### src/rtl/alu_pkg.sv
// -----------------------------------------------------------------------------
// alu_pkg
// Shared definitions for the pipelined ALU slice: operation encodings, flag bit
// positions and the packed flags payload carried on the output bus.
// Optional feature macro used by this slice: ALU_SAT_EN (signed saturation of
// ADD/SUB results on overflow, handled in alu_core).
// -----------------------------------------------------------------------------
package alu_pkg;

   localparam int unsigned OP_W    = 3;
   localparam int unsigned FLAGS_W = 4;

   // Operation select encoding
   localparam logic [OP_W-1:0] OP_ADD = 3'b000;
   localparam logic [OP_W-1:0] OP_SUB = 3'b001;
   localparam logic [OP_W-1:0] OP_AND = 3'b010;
   localparam logic [OP_W-1:0] OP_OR  = 3'b011;
   localparam logic [OP_W-1:0] OP_XOR = 3'b100;
   localparam logic [OP_W-1:0] OP_SHL = 3'b101;
   localparam logic [OP_W-1:0] OP_SHR = 3'b110;
   localparam logic [OP_W-1:0] OP_SLT = 3'b111;

   // Bit positions inside the 4-bit flags word {negative, overflow, carry, zero}
   localparam int unsigned FLAG_ZERO     = 0;
   localparam int unsigned FLAG_CARRY    = 1;
   localparam int unsigned FLAG_OVERFLOW = 2;
   localparam int unsigned FLAG_NEGATIVE = 3;

   typedef struct packed {
      logic negative;
      logic overflow;
      logic carry;
      logic zero;
   } flags_t;

   // Assemble a flags word from its individual bits using the index constants
   function automatic flags_t pack_flags(input logic negative,
                                         input logic overflow,
                                         input logic carry,
                                         input logic zero);
      logic [FLAGS_W-1:0] vec;
      vec                = '0;
      vec[FLAG_NEGATIVE] = negative;
      vec[FLAG_OVERFLOW] = overflow;
      vec[FLAG_CARRY]    = carry;
      vec[FLAG_ZERO]     = zero;
      return flags_t'(vec);
   endfunction

endpackage

### src/rtl/pipelined_alu_if.sv
// -----------------------------------------------------------------------------
// pipelined_alu_if
// Valid/ready bus for the pipelined ALU: input side (operands + op) and output
// side (result, flags, completed-operation count).
//   master : environment view (drives inValid/operands/aluOp/outReady)
//   slave  : ALU view (drives inReady/outValid/result/flags/opCount)
// Parameters: WIDTH operand/result width, CNT_W opCount width.
// -----------------------------------------------------------------------------
interface pipelined_alu_if #(
   parameter int unsigned WIDTH = 8,
   parameter int unsigned CNT_W = 16
);
   import alu_pkg::*;

   logic              inValid;
   logic              inReady;
   logic [WIDTH-1:0]  operandA;
   logic [WIDTH-1:0]  operandB;
   logic [OP_W-1:0]   aluOp;
   logic              outValid;
   logic              outReady;
   logic [WIDTH-1:0]  result;
   flags_t            flags;
   logic [CNT_W-1:0]  opCount;

   modport master (
      output inValid, operandA, operandB, aluOp, outReady,
      input  inReady, outValid, result, flags, opCount
   );

   modport slave (
      input  inValid, operandA, operandB, aluOp, outReady,
      output inReady, outValid, result, flags, opCount
   );

endinterface

### src/rtl/alu_core.sv
// -----------------------------------------------------------------------------
// alu_core
// Purely combinational ALU datapath between pipeline stage 1 and stage 2.
// Ports:
//   a, b  in  WIDTH  operands (b[$clog2(WIDTH)-1:0] is the shift amount)
//   op    in  3      operation select (alu_pkg OP_*)
//   res   out WIDTH  result
//   flg   out 4      {negative, overflow, carry, zero}
// Macro ALU_SAT_EN: when defined, ADD/SUB saturate to the signed range on
// overflow; when undefined they wrap and no saturation logic exists.
// -----------------------------------------------------------------------------
module alu_core
   import alu_pkg::*;
#(
   parameter int unsigned WIDTH = 8
) (
   input  logic [WIDTH-1:0] a,
   input  logic [WIDTH-1:0] b,
   input  logic [OP_W-1:0]  op,
   output logic [WIDTH-1:0] res,
   output flags_t           flg
);

   localparam int unsigned SH_W = $clog2(WIDTH);

   logic [WIDTH:0]   sum_ext;
   logic [WIDTH:0]   diff_ext;
   logic [SH_W-1:0]  shamt;
   logic             add_ovf;
   logic             sub_ovf;
   logic             slt;
   logic [WIDTH-1:0] raw;
   logic             carry;
   logic             ovf;

   // One extra bit captures ADD carry-out and SUB borrow (a < b unsigned)
   assign sum_ext  = {1'b0, a} + {1'b0, b};
   assign diff_ext = {1'b0, a} - {1'b0, b};
   assign shamt    = b[SH_W-1:0];
   assign slt      = ($signed(a) < $signed(b));

   // Signed overflow: operands agree (ADD) / differ (SUB) in sign and the
   // result sign departs from a's sign
   assign add_ovf = (a[WIDTH-1] == b[WIDTH-1]) && (sum_ext[WIDTH-1]  != a[WIDTH-1]);
   assign sub_ovf = (a[WIDTH-1] != b[WIDTH-1]) && (diff_ext[WIDTH-1] != a[WIDTH-1]);

   // Operation select
   always_comb begin
      raw   = '0;
      carry = 1'b0;
      ovf   = 1'b0;
      case (op)
         OP_ADD: begin
            raw   = sum_ext[WIDTH-1:0];
            carry = sum_ext[WIDTH];
            ovf   = add_ovf;
         end
         OP_SUB: begin
            raw   = diff_ext[WIDTH-1:0];
            carry = diff_ext[WIDTH];
            ovf   = sub_ovf;
         end
         OP_AND:  raw = a & b;
         OP_OR:   raw = a | b;
         OP_XOR:  raw = a ^ b;
         OP_SHL:  raw = a << shamt;
         OP_SHR:  raw = a >> shamt;
         OP_SLT:  raw = WIDTH'(slt);
         default: raw = '0;
      endcase
   end

`ifdef ALU_SAT_EN
   localparam logic [WIDTH-1:0] SAT_MAX = {1'b0, {(WIDTH-1){1'b1}}};
   localparam logic [WIDTH-1:0] SAT_MIN = {1'b1, {(WIDTH-1){1'b0}}};

   // Overflow only occurs on ADD/SUB; a's sign tells which rail was crossed
   always_comb begin
      res = raw;
      if (ovf) begin
         res = a[WIDTH-1] ? SAT_MIN : SAT_MAX;
      end
   end
`else
   assign res = raw;
`endif

   // Negative/zero always reflect the final (possibly saturated) result
   assign flg = pack_flags(res[WIDTH-1], ovf, carry, (res == '0));

endmodule

### src/rtl/pipelined_alu.sv
// -----------------------------------------------------------------------------
// pipelined_alu
// Two-stage valid/ready ALU: stage 1 registers operands/op, alu_core computes,
// stage 2 registers result/flags. One op per cycle with outReady high, latency
// two clocks from input transfer to outValid. Counts output transfers in a
// saturating counter.
// Ports:
//   clk  in  clock, all state on rising edge
//   rst  in  synchronous active-high reset, clears both stages and the counter
//   bus  pipelined_alu_if.slave (inValid/inReady/operandA/operandB/aluOp,
//        outValid/outReady/result/flags/opCount)
// Macro ALU_SAT_EN: see alu_core (signed saturation of ADD/SUB).
// -----------------------------------------------------------------------------
module pipelined_alu
   import alu_pkg::*;
#(
   parameter int unsigned WIDTH = 8,
   parameter int unsigned CNT_W = 16
) (
   input  logic             clk,
   input  logic             rst,
   pipelined_alu_if.slave   bus
);

   // Stage 1 state
   logic             s1_full;
   logic [WIDTH-1:0] s1_a;
   logic [WIDTH-1:0] s1_b;
   logic [OP_W-1:0]  s1_op;

   // Stage 2 state
   logic             s2_full;
   logic [WIDTH-1:0] s2_result;
   flags_t           s2_flags;

   logic [CNT_W-1:0] op_count;

   // Datapath between stages
   logic [WIDTH-1:0] core_res;
   flags_t           core_flg;

   // Handshake terms
   logic out_fire_c;
   logic s1_adv_c;
   logic in_ready_c;
   logic in_fire_c;

   // A stage advances when the stage below is empty or emptying this cycle
   assign out_fire_c = s2_full & bus.outReady;
   assign s1_adv_c   = s1_full & (~s2_full | out_fire_c);
   assign in_ready_c = ~s1_full | s1_adv_c;
   assign in_fire_c  = bus.inValid & in_ready_c;

   // Stage 1: capture operands on input transfer
   always_ff @(posedge clk) begin
      if (rst) begin
         s1_full <= 1'b0;
         s1_a    <= '0;
         s1_b    <= '0;
         s1_op   <= '0;
      end else begin
         if (in_fire_c) begin
            s1_full <= 1'b1;
            s1_a    <= bus.operandA;
            s1_b    <= bus.operandB;
            s1_op   <= bus.aluOp;
         end else if (s1_adv_c) begin
            s1_full <= 1'b0;
         end
      end
   end

   alu_core #(
      .WIDTH (WIDTH)
   ) u_core (
      .a   (s1_a),
      .b   (s1_b),
      .op  (s1_op),
      .res (core_res),
      .flg (core_flg)
   );

   // Stage 2: result/flags held stable until the consumer takes them
   always_ff @(posedge clk) begin
      if (rst) begin
         s2_full   <= 1'b0;
         s2_result <= '0;
         s2_flags  <= '0;
      end else begin
         if (s1_adv_c) begin
            s2_full   <= 1'b1;
            s2_result <= core_res;
            s2_flags  <= core_flg;
         end else if (out_fire_c) begin
            s2_full <= 1'b0;
         end
      end
   end

   // Completed-operation counter, sticks at all-ones
   always_ff @(posedge clk) begin
      if (rst) begin
         op_count <= '0;
      end else if (out_fire_c && (op_count != {CNT_W{1'b1}})) begin
         op_count <= op_count + CNT_W'(1);
      end
   end

   assign bus.inReady  = in_ready_c;
   assign bus.outValid = s2_full;
   assign bus.result   = s2_result;
   assign bus.flags    = s2_flags;
   assign bus.opCount  = op_count;

endmodule

### src/flat_wrapper.sv
// flat-port wrapper written by rule: the top's interface ports become plain ports
module pipelined_alu_flat import alu_pkg::*;
#(
   parameter int unsigned WIDTH = 8,
   parameter int unsigned CNT_W = 16
)
  (clk, rst, bus_inValid, bus_operandA, bus_operandB, bus_aluOp, bus_outReady, bus_inReady, bus_outValid, bus_result, bus_flags, bus_opCount);
  pipelined_alu_if #(.WIDTH(WIDTH), .CNT_W(CNT_W)) bus_i ();
  input  logic clk;
  input  logic rst;
  input wire logic [$bits(bus_i.inValid)-1:0] bus_inValid;
  input wire logic [$bits(bus_i.operandA)-1:0] bus_operandA;
  input wire logic [$bits(bus_i.operandB)-1:0] bus_operandB;
  input wire logic [$bits(bus_i.aluOp)-1:0] bus_aluOp;
  input wire logic [$bits(bus_i.outReady)-1:0] bus_outReady;
  output wire logic [$bits(bus_i.inReady)-1:0] bus_inReady;
  output wire logic [$bits(bus_i.outValid)-1:0] bus_outValid;
  output wire logic [$bits(bus_i.result)-1:0] bus_result;
  output wire logic [$bits(bus_i.flags)-1:0] bus_flags;
  output wire logic [$bits(bus_i.opCount)-1:0] bus_opCount;
  assign bus_i.inValid = bus_inValid;
  assign bus_i.operandA = bus_operandA;
  assign bus_i.operandB = bus_operandB;
  assign bus_i.aluOp = bus_aluOp;
  assign bus_i.outReady = bus_outReady;
  assign bus_inReady = bus_i.inReady;
  assign bus_outValid = bus_i.outValid;
  assign bus_result = bus_i.result;
  assign bus_flags = bus_i.flags;
  assign bus_opCount = bus_i.opCount;
  pipelined_alu #(.WIDTH(WIDTH), .CNT_W(CNT_W)) u_core (.clk(clk), .rst(rst), .bus(bus_i));
endmodule
### config.mk
export PLATFORM = sky130hd
export DESIGN_NAME = pipelined_alu_flat
export DESIGN_NICKNAME = d
export VERILOG_FILES = /design/src/rtl/alu_pkg.sv /design/src/rtl/pipelined_alu_if.sv /design/src/rtl/alu_core.sv /design/src/rtl/pipelined_alu.sv /design/src/flat_wrapper.sv
export SDC_FILE = /design/constraint.sdc
export NUM_CORES = 1
export LEC_CHECK = 0
export CAP_MARGIN = 10
export CORE_MARGIN = 2
export CORE_UTILIZATION = 60
export DETAILED_ROUTE_END_ITERATION = 10
export HOLD_SLACK_MARGIN = 0.05
export PLACE_DENSITY_LB_ADDON = 0.2
export SKIP_LAST_GASP = 1
export SYNTH_ARGS = -nofsm -noshare
export SYNTH_HDL_FRONTEND = slang
export SYNTH_SLANG_ARGS = --single-unit
export TNS_END_PERCENT = 1
### constraint.sdc
create_clock -name clk -period 5.93 [get_ports clk]
set_input_delay 1.186 -clock clk [delete_from_list [all_inputs] [get_ports clk]]
set_output_delay 1.186 -clock clk [all_outputs]
set_load 0.1 [all_outputs]
==> results.md, run 1 <==
Status:
- The flow ran to the end, and the final reports show no timing, DRC or antenna violations.

Setup path:
- The number of cells on the worst reg-to-reg path is 9.
- The startpoint identified for the worst register-to-register timing path is u_core.s1_b[2].
- The setup check on the worst reg-to-reg path leaves a slack of 2.57 ns.
- The worst setup path is captured at an output pin.
- In this run the worst path has a maximum fanout of 5.
- The startpoint type of the worst setup path is an input port.
- The beginning of the critical path is bus_outReady.
- The critical path is of the in2out type.
- The reg-to-reg critical path endpoint is u_core.bus.flags[0].
- The critical path required time is 4.74 ns.
- The arrival time at the worst endpoint is 3.03 ns.

Power and ir drop:
- Power comes to 0.000847 W.
- Registers are responsible for 42.7% of the overall power.
- The switching fraction of total power is 34.3%.
- VDD sags by at most 0.000135 V.
- The share of total power dissipated in the clock network is 29.0%.
- In this run the power density over the cells is 198 mW/mm^2.
- The internal portion of total power is 0.000556 W.
- The switching power is 0.000291 W.
- The leakage power total is 1.58 nW.
- Of the total power, combinational logic draws 28.3%.

Placement:
- In this run the tool buffered the top-level ports with 52 buffer cells.
- The worst setup timing slack at the placement stage is 1.73 ns.
- Detailed placement finished with a half-perimeter wire length of 6.89 mm.
- The post-detailed-placement cell area is 0.00416 sq mm.
- At the end of routability-driven placement, the weighted congestion stood at 0.963.

Floorplanning:
- In this run the count of I/O pins placed on the die edge is 53.
- The floorplan step set the die height to 82.2 um.
- Measured along the x axis, the die boundary spans 82.2 um.
- The die covers 0.00675 sq mm.
- The core region area is 0.00592 sq mm.
- The effective utilization at floorplan is 61.9%.
- The number of cell rows is 28.

Clock network:
- The TritonCTS clock tree is built.
- The maximum clock path buffer count is 2.
- The clock input transition at the sequential cells of the worst setup and hold paths is 0.10 ns.
- The number of H-tree levels is 2.
- In this run, post-CTS hold repair placed 0 buffers.
- The clock latency on the worst-skew pair is 0.31 ns.
- The cell at the root of the clock tree is sky130_fd_sc_hd__clkbuf_8.
- The clock buffer count from CTS is 5.
- The post-cts repair resize count is 0.
- The number of buffers added for setup after CTS is 0.
- The sink count of the clock tree is 48.

Synth:
- The most common cell in the netlist is sky130_fd_sc_hd__nand2_1.
- Of all flip-flops after synthesis, the portion carrying an async set or reset was 0%.
- Synthesis instantiated 66 different standard cells from the library.
- Each instance of the synthesized netlist takes up on average 7.96 sq um.
- Synthesis produced 461 cells.
- The number of storage elements in the synthesis netlist is 48.
- For this run, the register share of the synthesized area comes to 26.2%.
- The number of flops mapped to enable cells by yosys is 0.
- The cell area that synthesis handed to floorplanning was 0.00367 sq mm.
- By count the netlist is led by sky130_fd_sc_hd__nand2_1, sky130_fd_sc_hd__dfxtp_1, sky130_fd_sc_hd__nor2_1, sky130_fd_sc_hd__a21oi_1, sky130_fd_sc_hd__inv_1.
- By area the synthesized netlist is led by sky130_fd_sc_hd__dfxtp_1, sky130_fd_sc_hd__ha_1, sky130_fd_sc_hd__nand2_1.
- Of the post-synthesis cell area, the dominant cell type holds 26.2%.
- The predominant post-synthesis flop cell is sky130_fd_sc_hd__dfxtp_1.
- When the netlist entered floorplanning its net count stood at 512.
- Summed over all instances, the cell type with the most area after synthesis is sky130_fd_sc_hd__dfxtp_1.
- The number of warnings printed during yosys synthesis is 0.

Worst hold path:
- The worst hold path belongs to the class reg2reg.
- The number of instances on the worst hold path is 2.
- The worst hold path begins at u_core.bus.result[6].
- The endpoint of the worst hold path is u_core.bus.result[6].

Finish:
- The total number of nets in the final design is 544.
- Cells with a size suffix above 1 make up 5.87% of the layout.
- For this run, the share of the core covered by cells in the final layout is 72.1%.
- The area overhead of the layout relative to synthesis is 16.5%.
- The post-route standard cell area excluding fillers is 0.00427 sq mm.
- The count of antenna diodes in the layout is 0.

STA:
- Setup repair after global routing left no endpoint under its margin.
- In this run the tightest slew margin relative to its limit is 33.7%.
- The number of hold violations in the final report is 0.
- For the pin with the worst max-slew slack, the measured transition is 0.991 ns.
- For this run, the top clock speed supported by timing is 0.237 GHz.
- Dividing the final minimum period by the clock period gives 71.0%.
- Setup violations remaining at the end of the flow were counted as 0.
- Adding up every negative setup slack in the final design gives 0 ns.
- The routed design could run at a clock period as short as 4.21 ns.
- For the final database, setup skew stands at 0.00594 ns.
- Setup slack closes at 1.72 ns.
- The max-slew violation total from the final report is 0.

Global route:
- The first global-routing pass estimated 15.1 mm of wire.
- Global routing used 29.2% of the available tracks.
- The largest net degree at the start of global routing is 47.
- The number of global-route vias before repair is 3163.
- Summed over all layers, the global routing overflow is 0.
- The number of antenna violations at the first check in global routing came to 0.

Routing:
- The count of nets left with antenna violations once routing finished came out at 0.
- The residual DRC count is 0.
- The violation count after the first detailed-routing iteration is 315.
- The routed length per instance is 16.4 um.
- After detailed routing, the number of vias per cell comes to 6.05.
- The routed via count is 3444.
- The first TritonRoute pass finished after 5 iterations.
- The total length of routed wires is 9.31 mm.

Flow run:
- Across the run, the number of max-cap violations was 0.
==> power by group through the flow <==
stage / sequential (W) / clock, W / combinational (W)
2_1_floorplan: 0.000394 / 0 / 0.000151
3_5_place_dp: 0.000369 / 0 / 0.000237
4_1_cts: 0.000361 / 0.000250 / 0.000238
3_3_place_gp: 0.000368 / 0 / 0.000233
6_report: 0.000362 / 0.000245 / 0.000240
5_1_grt: 0.000365 / 0.000261 / 0.000260
==> cells by family after synthesis <==
kind of cell	after synthesis	share of synthesized area [%]
DFF	48	26.2
muxes	17	8.12
adders and majority gates	28	9.96
xor gates and xnor gates	16	3.82
AOI/OAI and AO/OA	118	22.2
buffers and inverters	57	6.72
and+or+nand+nor	177	23.0
==> through the flow <==
step / std cells / hold WS (ns)
global placement: 561 / 0.442
finish: 569 / 0.466
detailed placement: 561 / 0.456
global route: 569 / 0.497
floorplan: 461 / 0.454
CTS: 569 / 0.470
==> worst max-delay path: stages <==
cell                              delay [ns]
sky130_fd_sc_hd__clkdlybuf4s50_1        0.49
sky130_fd_sc_hd__nor2b_1                0.09
sky130_fd_sc_hd__nand2_1                0.11
sky130_fd_sc_hd__clkdlybuf4s50_1        1.15
==> cells in the final DEF, fill, tap and decap left out, types with 4 or more instances in the layout <==
| cell | netlist | final |
|---|---|---|
| sky130_fd_sc_hd__or3_1 | 7 | 7 |
| sky130_fd_sc_hd__mux4_2 | 10 | 10 |
| sky130_fd_sc_hd__o21bai_1 | 5 | 5 |
| sky130_fd_sc_hd__and3_1 | 5 | 5 |
| sky130_fd_sc_hd__nor2_1 | 41 | 41 |
| sky130_fd_sc_hd__clkdlybuf4s50_1 | 0 | 52 |
| sky130_fd_sc_hd__a211oi_1 | 4 | 4 |
| sky130_fd_sc_hd__nand2_1 | 68 | 68 |
| sky130_fd_sc_hd__nand3_1 | 8 | 8 |
| sky130_fd_sc_hd__ha_1 | 26 | 26 |
| sky130_fd_sc_hd__nand3b_1 | 4 | 4 |
| sky130_fd_sc_hd__a211o_1 | 4 | 4 |
| sky130_fd_sc_hd__mux2i_1 | 5 | 5 |
| sky130_fd_sc_hd__dfxtp_1 | 48 | 48 |
| sky130_fd_sc_hd__o22ai_1 | 4 | 4 |
| sky130_fd_sc_hd__o21ai_0 | 12 | 12 |
| sky130_fd_sc_hd__inv_1 | 28 | 28 |
| sky130_fd_sc_hd__a21oi_1 | 40 | 40 |
| sky130_fd_sc_hd__o211ai_1 | 5 | 5 |
| sky130_fd_sc_hd__a22o_1 | 4 | 4 |
| sky130_fd_sc_hd__a21o_1 | 5 | 5 |
| sky130_fd_sc_hd__clkbuf_8 | 0 | 5 |
| sky130_fd_sc_hd__nor2b_1 | 7 | 7 |
| sky130_fd_sc_hd__nand2b_1 | 8 | 8 |
| sky130_fd_sc_hd__xnor2_1 | 13 | 13 |
| sky130_fd_sc_hd__nor3_1 | 10 | 10 |
==> layout make-up <==
cell class | count | area (sq um)
fillers | 490 | 1650
repair buffers | 54 | 536
inverters | 28 | 105
clock inverters | 3 | 47.5
clock buffers | 5 | 68.8
flip-flops and latches | 48 | 961
multi-input cells | 356 | 2460
well taps | 75 | 93.8
==> routing by layer <==
layer | GRT usage [%] | routed length [um] | vias up
met5 | 0 | 0 | -
met4 | 9.67 | 153 | 0
met3 | 6.09 | 535 | 14
met2 | 46.3 | 4360 | 103
met1 | 39.5 | 4260 | 1625
li1 | - | - | 1702
==> state kept, by name (all words and copies together), names as in the netlist <==
| register | flops |
|---|---|
| u_core.bus.opCount | 16 |
| u_core.s1_a | 8 |
| u_core.s1_b | 8 |
| u_core.bus.result | 7 |
| u_core.bus.flags | 4 |
| u_core.s1_op | 3 |
| u_core.bus.outValid | 1 |
| u_core.s1_full | 1 |
==> worst max path at each step <==
stage | end | slack [ns] | cells after the start
6_report | bus_inReady | 1.72 | 4
5_1_grt | bus_inReady | 1.64 | 4
4_1_cts | bus_inReady | 1.73 | 4
3_5_place_dp | bus_inReady | 1.73 | 4
3_3_place_gp | bus_inReady | 1.76 | 4
2_1_floorplan | bus_inReady | 2.74 | 2
Power figures use the tool's default switching activity.
==> inputs of run 2 (changes only) <==
CORE_UTILIZATION = 50   (was 60)
clock period = 3.8 ns   (was 5.93 ns; I/O delays follow)
==> results.md, run 2 (synthesis results as in run 1) <==
Clock network:
- The cell at the root of the clock tree is sky130_fd_sc_hd__clkbuf_8 (unchanged).
- The clock latency on the worst-skew pair was 0.31 ns (about the same).
- The sink count of the clock tree is 48 (unchanged).
- The clock input transition at the sequential cells of the worst setup and hold paths is 0.10 ns (about the same).
- The TritonCTS clock tree is built (unchanged).
- The maximum clock path buffer count is 2 (unchanged).
- The count of hold buffers inserted by post-cts repair is 0 (unchanged).
- The clock buffer count from CTS is 5 (unchanged).
- The post-cts repair resize count is 0 (unchanged).
- The number of H-tree levels is 2 (unchanged).
- The number of buffers added for setup after CTS is 0 (unchanged).

Worst hold path:
- The worst min-delay path category is reg2reg (unchanged).
- The endpoint of the worst hold path is u_core.bus.flags[2] (was u_core.bus.result[6]).
- The number of instances on the worst hold path is 2 (unchanged).
- The source of the worst hold timing path is u_core.bus.flags[2] (was u_core.bus.result[6]).

STA:
- The worst max-slew margin expressed relative to the limit came to 34.5% (was 33.7%).
- The number of hold violations in the final report is 0 (unchanged).
- The total setup violations reported at the end of the flow is 0 (unchanged).
- The slew of the pin with the lowest slew margin came to 0.980 ns (was 0.991 ns).
- The total negative slack is 0 ns (unchanged).
- The clock skew is 0.0108 ns (was 0.00594 ns).
- The max-slew violation total from the final report is 0 (unchanged).
- The worst-case setup margin in the final layout was 0.711 ns (was 1.72 ns).
- Dividing the final minimum period by the clock period gives 81.3%.
- The peak clock frequency supported by timing is 0.324 GHz.
- The time the final worst path needs with I/O delays and setup is 3.09 ns.
- The final-layout worst hold slack is 0.463 ns (was 0.466 ns).
- Unrepaired setup endpoints after global routing: no (unchanged).

Routing:
- The mean number of vias per cell was 5.91 (was 6.05).
- The highest signal layer in the routed design is met4 (unchanged).
- The residual DRC count is 0 (unchanged).
- The met3 wirelength from detailed routing came to 728 um (was 535 um).
- The violation count after the first detailed-routing iteration came to 170 (was 315).
- The length of the first detailed-routing pass in iterations is 4 (was 5).
- The met2 layer wire length in the routed design is 4.58 mm (was 4.36 mm).
- The routed via count is 3559 (was 3444).
- The sum of routed wire segments on met1 came to 4.61 mm (was 4.26 mm).
- The total length of routed wires is 10.1 mm (was 9.31 mm).
- The post-route antenna net violation count is 0 (unchanged).
- The routed length per instance is 16.8 um (was 16.4 um).

Finish:
- The share of cells above drive strength 1 is 7.75% (was 5.87%).
- The number of flip-flops under the largest register name is 16 (unchanged).
- The total number of nets in the final design is 553 (was 544).
- The most common library cell in the layout ignoring fill and taps is sky130_fd_sc_hd__nand2_1 (unchanged).
- The area overhead of the layout relative to synthesis is 19.7% (was 16.5%).
- The register area is 961 sq um (unchanged).
- Commonest cells after routing, fill and taps aside: sky130_fd_sc_hd__nand2_1, sky130_fd_sc_hd__clkdlybuf4s50_1, sky130_fd_sc_hd__dfxtp_1, sky130_fd_sc_hd__nor2_1, sky130_fd_sc_hd__a21oi_1 (unchanged).
- The total area of multi-input combinational cells is 0.00246 sq mm (unchanged).
- The number of filler instances in the final layout is 653 (was 490).
- The count of antenna diodes in the layout is 0 (unchanged).
- The post-route standard cell area excluding fillers was 0.00439 sq mm (was 0.00427 sq mm).

Placement:
- The port buffer count was 52 (unchanged).
- The post-detailed-placement cell area was 0.00425 sq mm (was 0.00416 sq mm).
- The routability congestion estimate from global placement is 0.971 (was 0.963).
- The worst setup timing slack at the placement stage is 0.851 ns (was 1.73 ns).
- The detailed placer's ending HPWL came to 7.55 mm (was 6.89 mm).

Global route:
- The global-route congestion overflow total is 0 (unchanged).
- The number of antenna violations at the first check in global routing was 0 (unchanged).
- The global router's overall resource usage is 26.6% (was 29.2%).
- The largest net degree at the start of global routing is 46 (was 47).
- The global-route wire length before repair is 16.4 mm (was 15.1 mm).
- The number of global-route vias before repair was 3275 (was 3163).

Floorplanning:
- The die footprint is 0.00804 sq mm (was 0.00675 sq mm).
- The floorplan die height is 89.6 um (was 82.2 um).
- The effective utilization at floorplan is 51.1% (was 61.9%).
- The overall die width is 89.6 um (was 82.2 um).
- The number of placed I/O pins is 53 (unchanged).
- The number of cell rows is 31 (was 28).
- The core region area is 0.00718 sq mm (was 0.00592 sq mm).

Flow run:
- The number of maximum-capacitance violations is 0 (unchanged).

Power and ir drop:
- The power density over cell area is 322 mW/mm^2 (was 198 mW/mm^2).
- The leakage power total is 1.64 nW (was 1.58 nW).
- The largest vdd supply drop is 0.000163 V (was 0.000135 V).

Setup path:
- The arrival time at the worst endpoint is 3.31 ns (was 3.03 ns).
- The register-to-register path setup slack is 0.71 ns (was 2.57 ns).
- The startpoint type of the worst setup path was a flip-flop (was input port).
- The kind of end point of the critical path is a flip-flop (was output pin).
- The critical-path maximum fanout is 7 (was 5).
- The reg-to-reg critical path endpoint is u_core.bus.flags[0] (unchanged).
- The number of cells on the worst reg-to-reg path came to 10 (was 9).
- The critical path required time was 4.02 ns (was 4.74 ns).
- The startpoint of the worst register-to-register path is u_core.s1_a[0] (was u_core.s1_b[2]).
- The startpoint-to-endpoint class of the critical path is reg2reg (was in2out).

Status:
- Status: finished clean (unchanged).
==> run 2: changes by cell type in the layout (fill, tap and decap cells not counted) <==
cell / before / now
sky130_fd_sc_hd__bufinv_16: 1 / 2
sky130_fd_sc_hd__buf_4: 2 / 12
sky130_fd_sc_hd__clkinv_4: 2 / 0
sky130_fd_sc_hd__inv_6: 0 / 1
sky130_fd_sc_hd__clkdlybuf4s50_1: 52 / 51
==> run 2: worst max-delay path, stage by stage (launching register included) <==
cell and delay, ns:
sky130_fd_sc_hd__dfxtp_1 0.47, sky130_fd_sc_hd__inv_1 0.11, sky130_fd_sc_hd__ha_1 0.23, sky130_fd_sc_hd__fa_1 0.42, sky130_fd_sc_hd__o21ba_1 0.23, sky130_fd_sc_hd__o311ai_2 0.29
sky130_fd_sc_hd__a21oi_1 0.15, sky130_fd_sc_hd__a211o_1 0.32, sky130_fd_sc_hd__a2111oi_0 0.39, sky130_fd_sc_hd__nand4_1 0.15, sky130_fd_sc_hd__o32ai_1 0.23
==> run 2: power by group <==
group	internal [W]	switching, W	leakage [nW]	total [W]
Combinational	0.000153	0.000248	1.18	0.000401
Sequential	0.000523	0.0000277	0.392	0.000551
Clock	0.000265	0.000196	0.0687	0.000461
Total	0.000942	0.000472	1.64	0.00141
==> run 2: worst max path at each step <==
stage                             start                   to  depth (start not counted)
floorplan           u_core.bus.outValid       u_core.s1_a[0]                          7
global placement         u_core.s1_b[0]  u_core.bus.flags[0]                          9
detailed placement       u_core.s1_a[0]  u_core.bus.flags[0]                         10
CTS                      u_core.s1_a[0]  u_core.bus.flags[0]                         10
global route             u_core.s1_a[0]  u_core.bus.flags[0]                         10
finish                   u_core.s1_a[0]  u_core.bus.flags[0]                         10
==> run 2: final cells by class <==
class / count / share of cell area [%]
inverter: 28 / 2.40
multi-input combinational: 356 / 56.1
clock buffer: 5 / 1.57
tap: 99 / 2.82
timing repair buffer: 63 / 13.7
clock inverter: 3 / 1.57
sequential: 48 / 21.9
==> run 2: layer usage <==
layer  GRT usage (%)  vias to the layer above
met5               0                        -
met4            7.33                        0
met3            6.31                       20
met2            41.7                      126
met1            36.6                     1696
li1                -                     1717
==> run 2: per-stage QoR <==
stage / util (%) / std cells / total power (W)
after floorplan: - / 461 / 0.000850
after global placement: 59.2 / 594 / 0.000953
after detailed placement: 59.2 / 594 / 0.000958
after CTS: 61.2 / 602 / 0.00142
after global routing: 61.2 / 602 / 0.00148
final: 61.2 / 602 / 0.00141
==> inputs of run 3 (changes only) <==
CORE_UTILIZATION = 55   (was 50)
clock period = 3 ns   (was 3.8 ns; I/O delays follow)
==> results.md, run 3 (synthesis results as in run 1) <==
Routing:
- The post-route antenna net violation count is 0 (unchanged).
- The routed length per instance is 17.2 um (was 16.8 um).
- The length of the first detailed-routing pass in iterations came to 5 (was 4).
- The mean number of vias per cell is 6.05 (was 5.91).
- The residual DRC count was 0 (unchanged).
- The routed via count came to 3555 (was 3559).
- The violation count after the first detailed-routing iteration is 236 (was 170).
- The total length of routed wires came to 10.1 mm (about the same).

Setup path:
- The critical path required time is 3.22 ns (was 4.02 ns).
- The startpoint-to-endpoint class of the critical path is reg2reg (unchanged).
- The arrival time at the worst endpoint is 3.01 ns (was 3.31 ns).
- The startpoint type of the worst setup path is a flip-flop (unchanged).
- The number of cells on the worst reg-to-reg path is 10 (unchanged).
- The critical-path maximum fanout is 7 (unchanged).
- The kind of end point of the critical path is a flip-flop (unchanged).

Finish:
- The area overhead of the layout relative to synthesis is 19.1% (was 19.7%).
- The count of antenna diodes in the layout came to 0 (unchanged).
- The number of filler instances in the final layout is 555 (was 653).
- The number of flip-flops under the largest register name was 16 (unchanged).
- The post-route standard cell area excluding fillers is 0.00437 sq mm (was 0.00439 sq mm).
- The share of cells above drive strength 1 is 15.3% (was 7.75%).
- The most common library cell in the layout ignoring fill and taps is sky130_fd_sc_hd__nand2_1 (unchanged).
- Commonest cells after routing, fill and taps aside: sky130_fd_sc_hd__nand2_1, sky130_fd_sc_hd__buf_4, sky130_fd_sc_hd__dfxtp_1, sky130_fd_sc_hd__nor2_1, sky130_fd_sc_hd__a21oi_1 (was sky130_fd_sc_hd__nand2_1, sky130_fd_sc_hd__clkdlybuf4s50_1, sky130_fd_sc_hd__dfxtp_1, sky130_fd_sc_hd__nor2_1, sky130_fd_sc_hd__a21oi_1).
- The total number of nets in the final design came to 561 (was 553).
- The post-route core utilization is 68.4% (was 61.2%).

Floorplanning:
- The number of cell rows was 29 (was 31).
- The die footprint is 0.00734 sq mm (was 0.00804 sq mm).
- The overall die width was 85.7 um (was 89.6 um).
- The number of placed I/O pins is 53 (unchanged).
- The core region area was 0.00639 sq mm (was 0.00718 sq mm).
- The floorplan die height is 85.7 um (was 89.6 um).
- The effective utilization at floorplan is 57.4% (was 51.1%).

Power and ir drop:
- The leakage power total is 1.75 nW (was 1.64 nW).
- The switching fraction of total power is 33.7% (was 33.4%).
- The largest vdd supply drop is 0.000429 V (was 0.000163 V).
- The overall power consumption is 0.00181 W (was 0.00141 W).
- The power density over cell area is 415 mW/mm^2 (was 322 mW/mm^2).
- The sequential fraction of design power is 38.3% (was 39.0%).
- The internal portion of total power is 0.00120 W (was 0.000942 W).
- The switching power came to 0.000610 W (was 0.000472 W).
- The part of the total power dissipated in combinational logic is 29.3% (was 28.4%).
- The clock network power share is 32.5% (was 32.6%).

Global route:
- The largest net degree at the start of global routing came to 46 (unchanged).
- The number of global-route vias before repair is 3258 (was 3275).
- The number of antenna violations at the first check in global routing is 0 (unchanged).
- The global-route congestion overflow total is 0 (unchanged).
- The global router's overall resource usage is 28.3% (was 26.6%).
- The global-route wire length before repair came to 16.4 mm (about the same).

STA:
- The total setup violations reported at the end of the flow is 0 (unchanged).
- Unrepaired setup endpoints after global routing: no (unchanged).
- The max-slew violation total from the final report is 0 (unchanged).
- The total negative slack is 0 ns (unchanged).
- The worst max-slew margin expressed relative to the limit was 41.3% (was 34.5%).
- The slew of the pin with the lowest slew margin is 0.869 ns (was 0.980 ns).
- The peak clock frequency supported by timing is 0.358 GHz (was 0.324 GHz).
- The clock skew came to 0.0176 ns (was 0.0108 ns).
- The final-layout worst hold slack came to 0.459 ns (was 0.463 ns).
- The number of hold violations in the final report came to 0 (unchanged).
- The post-route fraction of the period consumed by the critical path was 93.0% (was 81.3%).
- The time the final worst path needs with I/O delays and setup is 2.79 ns (was 3.09 ns).

Clock network:
- The clock latency on the worst-skew pair is 0.32 ns (was 0.31 ns).
- The clock input transition at the sequential cells of the worst setup and hold paths is 0.09 ns (was 0.10 ns).
- The number of buffers added for setup after CTS is 0 (unchanged).
- The TritonCTS clock tree was built (unchanged).
- The cell at the root of the clock tree is sky130_fd_sc_hd__clkbuf_8 (unchanged).
- The clock buffer count from CTS is 5 (unchanged).
- The maximum clock path buffer count came to 2 (unchanged).
- The sink count of the clock tree came to 48 (unchanged).
- The count of hold buffers inserted by post-cts repair was 0 (unchanged).
- The number of H-tree levels is 2 (unchanged).

Worst hold path:
- The number of instances on the worst hold path is 2 (unchanged).
- The worst min-delay path category is reg2reg (unchanged).

Flow run:
- The number of maximum-capacitance violations is 0 (unchanged).

Status:
- Status: finished clean (unchanged).

Placement:
- The routability congestion estimate from global placement is 0.971 (unchanged).
- The detailed placer's ending HPWL was 7.58 mm (was 7.55 mm).
- The port buffer count was 52 (unchanged).
- The post-detailed-placement cell area was 0.00422 sq mm (was 0.00425 sq mm).
==> run 3: changes by cell type in the layout (fill, tap and decap cells not counted), sizes merged <==
| cell | before | now |
|---|---|---|
| clkdlybuf4s50 | 51 | 22 |
| buf | 12 | 49 |
==> run 3: power by group through the flow <==
stage	registers, W	clock network, W	logic (W)
3_5_place_dp	0.000707	0	0.000518
4_1_cts	0.000692	0.000593	0.000522
6_report	0.000693	0.000589	0.000530
5_1_grt	0.000696	0.000618	0.000571
3_3_place_gp	0.000705	0	0.000515
2_1_floorplan	0.000779	0	0.000298
==> run 3: final cells by class <==
cell class / count / area (sq um) / area share, %
sequential: 48 / 962 / 22.0
clock inverter: 3 / 68.8 / 1.58
clock buffer: 5 / 68.8 / 1.58
tap: 77 / 96.3 / 2.21
multi-input combinational: 356 / 2470 / 56.5
timing repair buffer: 71 / 601 / 13.7
inverter: 28 / 105 / 2.41
==> run 3: metal layers <==
metal / GRT usage [%] / up-vias / wire, um / share of wire, %
met1: 39.5 / 1672 / 4630 / 46
met5: 0 / - / 0 / 0
met4: 6.64 / 0 / 129 / 1.3
met2: 45.1 / 141 / 4580 / 45
li1: - / 1729 / - / -
met3: 5.97 / 13 / 772 / 7.6
==> run 3: timing repair <==
action	in CTS	in global routing
resized for setup	0	3
setup endpoints to repair	0	1
endpoints found under the hold margin	0	0
==> run 3: path summary, 6_finish.rpt <==
check	start	endpoint	slack, ns
worst min-delay path	u_core.bus.result[6]	u_core.bus.result[6]	0.46
worst max register to register	u_core.s1_a[0]	u_core.bus.flags[0]	0.21
worst max-delay path	u_core.s1_a[0]	u_core.bus.flags[0]	0.21
worst min register to register	u_core.bus.result[6]	u_core.bus.result[6]	0.46
==> run 3: worst max-delay path, cell delays in order, from the launching register on <==
cell and delay (ns):
sky130_fd_sc_hd__dfxtp_2 0.40, sky130_fd_sc_hd__inv_1 0.08, sky130_fd_sc_hd__ha_1 0.21, sky130_fd_sc_hd__fa_1 0.42
sky130_fd_sc_hd__o21ba_1 0.23, sky130_fd_sc_hd__o311ai_2 0.28, sky130_fd_sc_hd__a21oi_1 0.15, sky130_fd_sc_hd__a211o_1 0.34
sky130_fd_sc_hd__a2111oi_2 0.22, sky130_fd_sc_hd__nand4_1 0.13, sky130_fd_sc_hd__o32ai_1 0.24
==> run 3: through the flow <==
step	worst slack, ns	instances
2_1_floorplan	0.0530	461
3_3_place_gp	0.208	580
3_5_place_dp	0.0716	580
4_1_cts	0.0440	588
5_1_grt	0.0210	588
6_report	0.210	588
